<file path="src/rtl/pci_pkg.sv">
// Shared definitions for the PCI burst target: bus command codes, the
// sequencer state encoding and a constant-width helper.
package pci_pkg;

    localparam logic [3:0] CMD_MEM_READ  = 4'b0110;
    localparam logic [3:0] CMD_MEM_WRITE = 4'b0111;

    typedef enum logic [2:0] {
        ST_IDLE = 3'd0,
        ST_WAIT = 3'd1,
        ST_DATA = 3'd2,
        ST_DISC = 3'd3,
        ST_BUSY = 3'd4
    } state_t;

    // Bits needed to index 'value' entries (0 for a single entry).
    function automatic int clog2(input int value);
        int r;
        r = 0;
        for (int i = 0; i < 31; i++) begin
            if ((32'd1 << i) < 32'(value)) begin
                r = i + 1;
            end
        end
        return r;
    endfunction

endpackage

</file>
<file path="src/rtl/pci_burst_target_if.sv">
// PCI target-side bus bundle; the parent resolves AD tri-stating from
// ad_out/ad_oe.
interface pci_burst_target_if #(
    parameter int DATA_W = 32
);
    logic                  frame_n;
    logic                  irdy_n;
    logic [DATA_W/8-1:0]   cbe_n;
    logic [DATA_W-1:0]     ad_in;
    logic [DATA_W-1:0]     ad_out;
    logic                  ad_oe;
    logic                  trdy_n;
    logic                  devsel_n;
    logic                  stop_n;

    modport master (
        output frame_n, irdy_n, cbe_n, ad_in,
        input  ad_out, ad_oe, trdy_n, devsel_n, stop_n
    );

    modport slave (
        input  frame_n, irdy_n, cbe_n, ad_in,
        output ad_out, ad_oe, trdy_n, devsel_n, stop_n
    );
endinterface

</file>
<file path="src/rtl/pci_target_mem.sv">
// Word-addressed register file with a byte-lane write port and an
// asynchronous read port. Contents are deliberately not reset.
module pci_target_mem
    import pci_pkg::*;
#(
    parameter int DATA_W = 32,
    parameter int DEPTH  = 16
) (
    input  logic                          clk,
    input  logic                          we,
    input  logic [clog2(DEPTH)-1:0]       addr,
    input  logic [DATA_W/8-1:0]           be,
    input  logic [DATA_W-1:0]             wdata,
    output logic [DATA_W-1:0]             rdata
);
    logic [DATA_W-1:0] mem_r [DEPTH];

    // Byte-lane write: only enabled lanes of the addressed word change
    always_ff @(posedge clk) begin
        if (we) begin
            for (int i = 0; i < DATA_W/8; i++) begin
                if (be[i]) begin
                    mem_r[addr][8*i +: 8] <= wdata[8*i +: 8];
                end
            end
        end
    end

    assign rdata = mem_r[addr];

endmodule

</file>
<file path="src/rtl/pci_burst_target.sv">
// PCI memory-burst target: fast-decode claim of its address window, optional
// initial wait states, byte-enabled writes and STOP at the end of the window.
module pci_burst_target
    import pci_pkg::*;
#(
    parameter int                DATA_W      = 32,
    parameter int                DEPTH       = 16,
    parameter logic [DATA_W-1:0] BASE_ADDR   = 32'h0000_0000,
    parameter int                WAIT_STATES = 0
) (
    input  logic                 clk,
    input  logic                 reset,
    pci_burst_target_if.slave    bus
);
    localparam int                BYTES     = DATA_W / 8;
    localparam int                AW        = clog2(DEPTH);
    localparam int                BSH       = clog2(BYTES);
    localparam logic [DATA_W-1:0] WIN_BYTES = DATA_W'(DEPTH * BYTES);
    localparam logic [AW-1:0]     LAST_PTR  = AW'(DEPTH - 1);
    localparam logic [3:0]        WS_WR     = 4'(WAIT_STATES);
    localparam logic [3:0]        WS_RD     = 4'(WAIT_STATES + 1);

    state_t                state_r;
    logic [AW-1:0]         ptr_r;
    logic [3:0]            cnt_r;
    logic                  is_wr_r;
    logic                  frame_prev_r;
    logic                  trdy_r;
    logic                  devsel_r;
    logic                  stop_r;
    logic                  oe_r;

    logic [3:0]            cmd_s;
    logic                  cmd_rd_s;
    logic                  cmd_wr_s;
    logic [DATA_W:0]       diff_s;
    logic [DATA_W-1:0]     offset_s;
    logic                  hit_s;
    logic [AW-1:0]         start_ptr_s;
    logic                  xfer_s;
    logic                  we_s;
    logic [DATA_W-1:0]     rdata_s;

    // Address decode; the extra borrow bit tells "below the window" apart
    // from a large offset without a signed compare.
    assign cmd_s       = bus.cbe_n[3:0];
    assign cmd_rd_s    = (cmd_s == CMD_MEM_READ);
    assign cmd_wr_s    = (cmd_s == CMD_MEM_WRITE);
    assign diff_s      = {1'b0, bus.ad_in} - {1'b0, BASE_ADDR};
    assign offset_s    = diff_s[DATA_W-1:0];
    assign hit_s       = (cmd_rd_s || cmd_wr_s) && (bus.ad_in[1:0] == 2'b00)
                         && !diff_s[DATA_W] && (offset_s < WIN_BYTES);
    assign start_ptr_s = offset_s[BSH +: AW];

    assign xfer_s = (state_r == ST_DATA) && !bus.irdy_n && !trdy_r;
    assign we_s   = xfer_s && is_wr_r;

    pci_target_mem #(
        .DATA_W (DATA_W),
        .DEPTH  (DEPTH)
    ) u_mem (
        .clk   (clk),
        .we    (we_s),
        .addr  (ptr_r),
        .be    (~bus.cbe_n),
        .wdata (bus.ad_in),
        .rdata (rdata_s)
    );

    assign bus.ad_out   = oe_r ? rdata_s : {DATA_W{1'b0}};
    assign bus.ad_oe    = oe_r;
    assign bus.trdy_n   = trdy_r;
    assign bus.devsel_n = devsel_r;
    assign bus.stop_n   = stop_r;

    // Transaction sequencer; every bus control output is a register here
    always_ff @(posedge clk or posedge reset) begin
        if (reset) begin
            state_r      <= ST_IDLE;
            ptr_r        <= {AW{1'b0}};
            cnt_r        <= 4'd0;
            is_wr_r      <= 1'b0;
            frame_prev_r <= 1'b1;
            trdy_r       <= 1'b1;
            devsel_r     <= 1'b1;
            stop_r       <= 1'b1;
            oe_r         <= 1'b0;
        end else begin
            frame_prev_r <= bus.frame_n;
            case (state_r)
                ST_IDLE: begin
                    if (!bus.frame_n && frame_prev_r) begin
                        is_wr_r <= cmd_wr_s;
                        if (hit_s) begin
                            devsel_r <= 1'b0;
                            ptr_r    <= start_ptr_s;
                            if (cmd_wr_s) begin
                                if (WAIT_STATES == 0) begin
                                    trdy_r  <= 1'b0;
                                    state_r <= ST_DATA;
                                end else begin
                                    cnt_r   <= WS_WR;
                                    state_r <= ST_WAIT;
                                end
                            end else begin
                                // Read needs one extra cycle for AD turnaround
                                oe_r    <= 1'b1;
                                cnt_r   <= WS_RD;
                                state_r <= ST_WAIT;
                            end
                        end else begin
                            state_r <= ST_BUSY;
                        end
                    end
                end
                ST_WAIT: begin
                    if (bus.frame_n && bus.irdy_n) begin
                        trdy_r   <= 1'b1;
                        devsel_r <= 1'b1;
                        stop_r   <= 1'b1;
                        oe_r     <= 1'b0;
                        state_r  <= ST_IDLE;
                    end else if (cnt_r == 4'd1) begin
                        cnt_r   <= 4'd0;
                        trdy_r  <= 1'b0;
                        state_r <= ST_DATA;
                    end else begin
                        cnt_r <= cnt_r - 4'd1;
                    end
                end
                ST_DATA: begin
                    if (bus.frame_n && bus.irdy_n) begin
                        trdy_r   <= 1'b1;
                        devsel_r <= 1'b1;
                        stop_r   <= 1'b1;
                        oe_r     <= 1'b0;
                        state_r  <= ST_IDLE;
                    end else if (xfer_s) begin
                        if (ptr_r != LAST_PTR) begin
                            ptr_r <= ptr_r + AW'(1'b1);
                        end
                        if (bus.frame_n) begin
                            trdy_r   <= 1'b1;
                            devsel_r <= 1'b1;
                            oe_r     <= 1'b0;
                            state_r  <= ST_IDLE;
                        end else if (ptr_r == LAST_PTR) begin
                            // Window exhausted: disconnect rather than wrap
                            trdy_r  <= 1'b1;
                            stop_r  <= 1'b0;
                            state_r <= ST_DISC;
                        end
                    end
                end
                ST_DISC: begin
                    if (bus.frame_n) begin
                        trdy_r   <= 1'b1;
                        devsel_r <= 1'b1;
                        stop_r   <= 1'b1;
                        oe_r     <= 1'b0;
                        state_r  <= ST_IDLE;
                    end
                end
                ST_BUSY: begin
                    if (bus.frame_n && bus.irdy_n) begin
                        state_r <= ST_IDLE;
                    end
                end
                default: begin
                    trdy_r   <= 1'b1;
                    devsel_r <= 1'b1;
                    stop_r   <= 1'b1;
                    oe_r     <= 1'b0;
                    state_r  <= ST_IDLE;
                end
            endcase
        end
    end

endmodule

</file>
<file path="src/flat_wrapper.sv">
// flat-port wrapper written by rule: the top's interface ports become plain ports
module pci_burst_target_flat import pci_pkg::*;
#(
    parameter int                DATA_W      = 32,
    parameter int                DEPTH       = 16,
    parameter logic [DATA_W-1:0] BASE_ADDR   = 32'h0000_0000,
    parameter int                WAIT_STATES = 0
)
  (clk, reset, bus_frame_n, bus_irdy_n, bus_cbe_n, bus_ad_in, bus_ad_out, bus_ad_oe, bus_trdy_n, bus_devsel_n, bus_stop_n);
  pci_burst_target_if #(.DATA_W(DATA_W)) bus_i ();
  input  logic clk;
  input  logic reset;
  input wire logic [$bits(bus_i.frame_n)-1:0] bus_frame_n;
  input wire logic [$bits(bus_i.irdy_n)-1:0] bus_irdy_n;
  input wire logic [$bits(bus_i.cbe_n)-1:0] bus_cbe_n;
  input wire logic [$bits(bus_i.ad_in)-1:0] bus_ad_in;
  output wire logic [$bits(bus_i.ad_out)-1:0] bus_ad_out;
  output wire logic [$bits(bus_i.ad_oe)-1:0] bus_ad_oe;
  output wire logic [$bits(bus_i.trdy_n)-1:0] bus_trdy_n;
  output wire logic [$bits(bus_i.devsel_n)-1:0] bus_devsel_n;
  output wire logic [$bits(bus_i.stop_n)-1:0] bus_stop_n;
  assign bus_i.frame_n = bus_frame_n;
  assign bus_i.irdy_n = bus_irdy_n;
  assign bus_i.cbe_n = bus_cbe_n;
  assign bus_i.ad_in = bus_ad_in;
  assign bus_ad_out = bus_i.ad_out;
  assign bus_ad_oe = bus_i.ad_oe;
  assign bus_trdy_n = bus_i.trdy_n;
  assign bus_devsel_n = bus_i.devsel_n;
  assign bus_stop_n = bus_i.stop_n;
  pci_burst_target #(.DATA_W(DATA_W), .DEPTH(DEPTH), .BASE_ADDR(BASE_ADDR), .WAIT_STATES(WAIT_STATES)) u_core (.clk(clk), .reset(reset), .bus(bus_i));
endmodule
</file>
<file path="config.mk">
export PLATFORM = sky130hd
export DESIGN_NAME = pci_burst_target_flat
export DESIGN_NICKNAME = d
export VERILOG_FILES = /design/src/rtl/pci_pkg.sv /design/src/rtl/pci_burst_target_if.sv /design/src/rtl/pci_target_mem.sv /design/src/rtl/pci_burst_target.sv /design/src/flat_wrapper.sv
export SDC_FILE = /design/constraint.sdc
export NUM_CORES = 1
export LEC_CHECK = 0
export ABC_AREA = 1
export BUFFER_PORTS_ARGS = -buffer_cell sky130_fd_sc_hd__clkbuf_2
export CORE_MARGIN = 2
export CORE_UTILIZATION = 55
export CTS_CLUSTER_DIAMETER = 80
export CTS_CLUSTER_SIZE = 8
export DETAILED_ROUTE_END_ITERATION = 6
export HOLD_SLACK_MARGIN = 0.02
export PLACE_DENSITY = 0.81
export SETUP_SLACK_MARGIN = 0.5
export SYNTH_ARGS = -nofsm -noshare
export SYNTH_HDL_FRONTEND = slang
export SYNTH_SLANG_ARGS = --single-unit
</file>
<file path="constraint.sdc">
create_clock -name clk -period 2.5 [get_ports clk]
set_input_delay 0.5 -clock clk [delete_from_list [all_inputs] [get_ports clk]]
set_output_delay 0.5 -clock clk [all_outputs]
set_load 0.02 [all_outputs]
</file>
==> flow_metrics.env, run 1 <==
export IMPL_status="complete, but fails checks"
export IMPL_violations="DRC, setup timing"
export IMPL_worst_path_buf_inv=4
export IMPL_cp_end_kind="primary output"
export IMPL_worst_pin_slew_ns=0.735
export IMPL_power_density_nw_per_um2=1210
export IMPL_crit_type="flip-flop to primary output"
export IMPL_cp_slowest_cell="dfrtp_4"
export IMPL_grt_pass1_wl_um=89000
export IMPL_synth_area_top_cells="edfxtp_1 (71%), nor2_1 (7.2%), o21ai_0 (5.6%)"
export IMPL_drc_errors=2
export IMPL_dp_cells=2403
export IMPL_grt_usage_pct=28.9
export IMPL_cp_max_fo=26
export IMPL_start_util_pct=55.8
export IMPL_dpl_cell_area_um2=23300
export IMPL_htree_levels=3
export IMPL_cts_tree="yes"
export IMPL_finalHoldViolations=0
export IMPL_avgRoutedWirePerCell_um=28.2
export IMPL_start_kind="flip-flop"
export IMPL_antenna_found_initial=0
export IMPL_crit_arrival_ns=2.59
export IMPL_slew_viol_final=0
export IMPL_vias=17300
export IMPL_antenna_cells=0
export IMPL_via_per_inst=6.70
export IMPL_fin_crit_ns=3.09
export IMPL_avgSynthCellArea_um2=12.0
export IMPL_port_buffers=75
export IMPL_drive_above_1_share_pct=27.8
export IMPL_setup_violations=32
export IMPL_stdcell_area_um2=27700
export IMPL_numCtsBuffers=76
export IMPL_ios=76
export IMPL_cap_violations=0
export IMPL_timing_final_crit_share_pct=124
export IMPL_die_area_um2=40900
export IMPL_critical_path_required_ns=2.00
export IMPL_cts_buffer_depth=3
export IMPL_slowest_delay_ns=0.44
export IMPL_fin_worst_skew_ns=0.0383
export IMPL_rsz0062_at_grt="yes"
export IMPL_grt_pass1_vias=15600
export IMPL_clkTransAtPathRegs_ns=0.06
export IMPL_die_y_um=202
export IMPL_leakage_uw=0.00985
export IMPL_ys_seq_area_share_pct=73.1
export IMPL_synth_seq_cells=529
export IMPL_crit_chain="buf_12, clkinv_16, buf_16, o21ai_0, o22ai_1, nand2_1, nand2_1, nor2_2, nor2_2, buf_2"
export IMPL_rows=72
export IMPL_drtPass1Iterations=7
export IMPL_drt_iter0_markers=3114
export IMPL_syn_instance_count=1806
export IMPL_maxSlewHeadroom_pct=50.9
export IMPL_total_power_uw=33500
export IMPL_synth_area_um2=21600
export IMPL_netlist_top_cells_count="edfxtp_1 (512), nor2_1 (417), nand2_1 (279), o21ai_0 (243), o22ai_1 (129)"
export IMPL_critPathTopFamily="buffers and inverters"
export IMPL_clock_latency_ns=0.62
export IMPL_yosys_area_top_type_share_pct=71.1
export IMPL_ys_types=32
export IMPL_dominantRegCellSynth="edfxtp_1"
export IMPL_clkSinkCount=529
export IMPL_fin_ws_ns=-0.593
export IMPL_grt_max_degree=78
export IMPL_antenna_left=0
export IMPL_core_area_um2=38700
export IMPL_area_growth_pct=27.9
export IMPL_gp_congestion=0.857
export IMPL_fp_dieW_um=202
export IMPL_ir_drop_v=0.000765
export IMPL_cts_root_buf="clkbuf_16"
export IMPL_synth_net_count=1852
export IMPL_yosys_cell_count_top_type="edfxtp_1"
export IMPL_async_flop_share_pct=3.21
export IMPL_min_path_type="primary input to flip-flop"
export IMPL_dpl_hpwl_um=31500
export IMPL_yosysTopAreaCell="edfxtp_1"
export IMPL_fmaxAchievable_mhz=323
export IMPL_synth_edf_count=512
export IMPL_routed_wl_um=72600
export IMPL_grt_overflow_total=0
export IMPL_ys_warnings_count=0
export IMPL_finalNetCount=2077
export IMPL_final_cells=2577
layer usage:
metal  part of all wire, %  global-route usage, %  up-vias
li1                      -                      -     6909
met1                    32                   36.7     8114
met2                    46                   47.3     1813
met3                    15                   6.00      435
met4                   7.4                   15.6        0
met5                     0                      0        -
sequential cells by signal, indices dropped and copies added (netlist names):
register and cells:
u_core.bus.devsel_n 1, u_core.bus.trdy_n 1, u_core.frame_prev_r 1, u_core.state_r 3
u_core.bus.ad_oe 1, u_core.bus.stop_n 1, u_core.is_wr_r 1, u_core.ptr_r 4
u_core.cnt_r 4, u_core.u_mem.mem_r 512
through the flow:
stage	setup WS, ns	util, %	hold WS [ns]	setup TNS [ns]
after floorplan	0.443	-	0.423	0
after global placement	0.247	60.1	0.463	0
after detailed placement	0.213	60.1	0.465	0
after CTS	-0.376	66.9	0.0778	-10.63
after global routing	-0.601	71.4	0.0854	-14.44
final	-0.593	71.4	0.0882	-13.22
report_power, final:
group / switching [uW] / internal (uW) / leakage, uW
Combinational: 8740 / 5420 / 0.00402
Sequential: 135 / 9840 / 0.00481
Clock: 3740 / 5670 / 0.00102
worst reg2reg max path: stages (launching register included):
cell and delay, ns:
dfrtp_4 0.44, buf_12 0.19, buf_4 0.23, buf_12 0.21, ha_4 0.22, nand2_1 0.24, nor2_2 0.23, buf_4 0.25
logic make-up (layout without fill, tap and decap cells):
family | after synthesis | after routing | share of synthesized area, %
AOI/OAI and AO/OA | 396 | 396 | 9.99
xor gates and xnor gates | 2 | 2 | 0.0811
adders and majority gates | 6 | 6 | 0.347
buffers and inverters | 137 | 390 | 3.21
DFF | 529 | 529 | 73.1
and+or+nand+nor | 736 | 736 | 13.2
area by class of cell:
| type | instances | area (um2) |
|---|---|---|
| Clock inverter | 6 | 57.6 |
| Timing Repair inverter | 3 | 47.5 |
| Fill cell | 2180 | 11100 |
| Multi-Input combinational cell | 1140 | 5910 |
| Clock buffer | 100 | 2060 |
| Sequential cell | 529 | 15800 |
| Inverter | 29 | 148 |
| Tap cell | 518 | 648 |
| Timing Repair Buffer | 252 | 2970 |
cells in the final DEF (no fill, tap or decap), drive strengths merged:
cell type / Yosys / final
edfxtp: 512 / 512
nor2: 423 / 423
nand2: 285 / 285
o21ai: 264 / 264
buf: 59 / 181
clkbuf: 49 / 170
o22ai: 129 / 129
inv: 28 / 32
nand4: 13 / 13
dfrtp: 13 / 13
nand3: 12 / 12
ha: 6 / 6
clkinv: 1 / 5
dfstp: 4 / 4
nor3: 2 / 2
or2: 1 / 1
xnor2: 1 / 1
o211ai: 1 / 1
o41ai: 1 / 1
xor2: 1 / 1
o31ai: 1 / 1
clkinvlp: 0 / 1
dlygate4sd3: 0 / 1
what timing repair did:
item,in CTS,in global routing
setup endpoints to repair,552,552
resized for setup,74,367
pin swaps,8,85
gates cloned,9,36
hold buffers,1,0
hold endpoints to repair,11,0
buffers inserted,7,15
final timing paths:
path | startpoint | end | slack [ns] | cells past startpoint
setup / recovery | u_core.ptr_r[0] | bus_ad_out[31] | -0.59 | 10
hold / removal | bus_frame_n | u_core.frame_prev_r | 0.09 | 1
setup reg to reg | u_core.ptr_r[0] | u_core.u_mem.mem_r[11][16] | 0.16 | 7
hold reg to reg | u_core.bus.stop_n | u_core.bus.stop_n | 0.47 | 2
max in group asynchronous | reset | u_core.ptr_r[1] | 1.40 | 3
min in group asynchronous | reset | u_core.ptr_r[0] | 0.54 | 3
Power figures use the tool's default switching activity.
==> inputs of run 2 (changes only) <==
Settings changed: TNS_END_PERCENT set to 30.
==> flow_metrics.env, run 2 (synthesized netlist as in run 1, its figures left out) <==
export IMPL_clkSinkCount=529
export IMPL_use_met3_pct=6.63
export IMPL_fmaxAchievable_mhz=325
export IMPL_cap_violations=0
export IMPL_status="complete, but fails checks"
export IMPL_use_met1_pct=38.5
export IMPL_maxSlewHeadroom_pct=57.1
export IMPL_grt_pass1_wl_um=93800
export IMPL_dpl_hpwl_um=31800
export IMPL_rsz0062_at_grt="yes"
export IMPL_pre_cts_slack_ns=0.175
export IMPL_drt_iter0_markers=3111
export IMPL_antenna_left=0
export IMPL_cts_buffer_depth=3
export IMPL_fin_ws_ns=-0.573
export IMPL_fin_worst_skew_ns=0.0245
export IMPL_cts_tree="yes"
export IMPL_cp_max_fo=17
export IMPL_start_util_pct=55.8
export IMPL_finalNetCount=2055
export IMPL_start_kind="flip-flop"
export IMPL_antenna_cells=0
export IMPL_drc_errors=5
export IMPL_regMostFlops="u_core.u_mem.mem_r"
export IMPL_clkTransAtPathRegs_ns=0.05
export IMPL_grt_usage_pct=30.5
export IMPL_grt_overflow_total=0
export IMPL_vias=17100
export IMPL_final_cells=2545
export IMPL_clock_latency_ns=0.59
export IMPL_grt_max_degree=59
export IMPL_drtPass1Iterations=7
export IMPL_worst_pin_slew_ns=0.643
export IMPL_fin_crit_ns=3.07
export IMPL_busiest_layer="met2"
export IMPL_critical_path_required_ns=2.00
export IMPL_min_path_type="primary input to flip-flop"
export IMPL_largest_register_ffs=512
export IMPL_core_area_um2=38700
export IMPL_htree_levels=3
export IMPL_cts_root_buf="clkbuf_16"
export IMPL_crit_arrival_ns=2.57
export IMPL_gp_congestion=0.855
export IMPL_grt_pass1_vias=16100
export IMPL_numCtsBuffers=76
export IMPL_via_per_inst=6.74
export IMPL_use_met2_pct=49.1
export IMPL_power_density_nw_per_um2=1200
export IMPL_avgRoutedWirePerCell_um=27.8
export IMPL_rows=72
export IMPL_largestRegisters="u_core.u_mem.mem_r: 512 flops, u_core.cnt_r: 4 flops, u_core.ptr_r: 4 flops"
export IMPL_port_buffers=75
export IMPL_final_cell_mix="edfxtp_1 (512), nor2_1 (308), nand2_1 (253)"
export IMPL_slew_viol_final=0
export IMPL_leakage_uw=0.00968
export IMPL_drive_above_1_share_pct=25.5
export IMPL_fp_dieW_um=202
export IMPL_crit_type="flip-flop to primary output"
export IMPL_die_area_um2=40900
export IMPL_violations="DRC, setup timing"
export IMPL_timing_final_crit_share_pct=123
export IMPL_die_y_um=202
export IMPL_routed_wl_um=70800
export IMPL_setup_violations=32
export IMPL_ir_drop_v=0.000979
export IMPL_antenna_found_initial=1
export IMPL_dp_cells=2399
export IMPL_finalHoldViolations=0
export IMPL_ios=76
export IMPL_area_growth_pct=26.1
export IMPL_cp_end_kind="primary output"
export IMPL_final_common_cell="edfxtp_1"
export IMPL_whs_ns=0.109
## run 2: cell types whose count changed in the layout (fill, tap and decap cells not counted), moves of 7 or more
cell      change
nor2_1       +12
nor2_2       -18
clkbuf_8      +9
clkbuf_1      -7
o21ai_0      +37
buf_4        -15
o21ai_2      -31
## run 2: layout make-up
| class | count | area [um2] |
|---|---|---|
| clock buffers | 93 | 2030 |
| clock inverters | 3 | 43.8 |
| fillers | 2230 | 11500 |
| inverters | 29 | 134 |
| multi-input cells | 1140 | 5830 |
| flip-flops and latches | 529 | 15800 |
| well taps | 518 | 648 |
| repair buffers | 233 | 2760 |
## run 2: routing by layer
layer  vias to the layer above  part of all wire (%)
met3                       430                    14
met5                         -                 0.023
met1                      8042                    32
li1                       6845                     -
met2                      1823                    47
met4                         2                   7.1
## run 2: worst max-delay path, stage by stage, from the launching register on
cell and delay (ns):
dfrtp_4 0.58, inv_12 0.15, buf_6 0.18, clkbuf_16 0.21, o21ai_0 0.13, o22ai_1 0.18
nand2_1 0.12, nand2_2 0.12, nor2_2 0.05, nor2_2 0.09, clkbuf_8 0.15
## run 2: worst paths after layout
path                            cells after the start  slack, ns                  endpoint              start
max in group asynchronous                           3       1.49           u_core.ptr_r[0]              reset
worst min-delay path                                1       0.11       u_core.frame_prev_r        bus_frame_n
worst max register to register                      7       0.09  u_core.u_mem.mem_r[7][6]    u_core.ptr_r[0]
min in group asynchronous                           3       0.53           u_core.ptr_r[1]              reset
worst min register to register                      2       0.47         u_core.bus.stop_n  u_core.bus.stop_n
worst max-delay path                               10      -0.57            bus_ad_out[16]    u_core.ptr_r[0]
## run 2: repair_timing
action                                 4_1_cts  5_1_grt
endpoints found under the hold margin       10        0
setup buffers                                9        9
gates resized for setup                    171      211
gates cloned                                13       18
hold buffers                                 1        0
pin swaps                                    7       43
setup endpoints to repair                  552      552
## run 2: through the flow
stage	util, %	TNS (ns)	cell area [um2]	power [uW]
2_1_floorplan	-	0	21700	16200
3_3_place_gp	59.8	0	23200	18500
3_5_place_dp	59.8	0	23200	18800
4_1_cts	67.6	-9.98	26200	29900
5_1_grt	70.4	-15.14	27300	33600
6_report	70.4	-13.40	27300	32700
## run 2: power by group
group | total (uW) | leakage, uW | internal, uW | switching [uW]
registers | 10000 | 0.00481 | 9840 | 190
clock network | 9270 | 0.00101 | 5690 | 3580
logic | 13400 | 0.00386 | 5010 | 8400
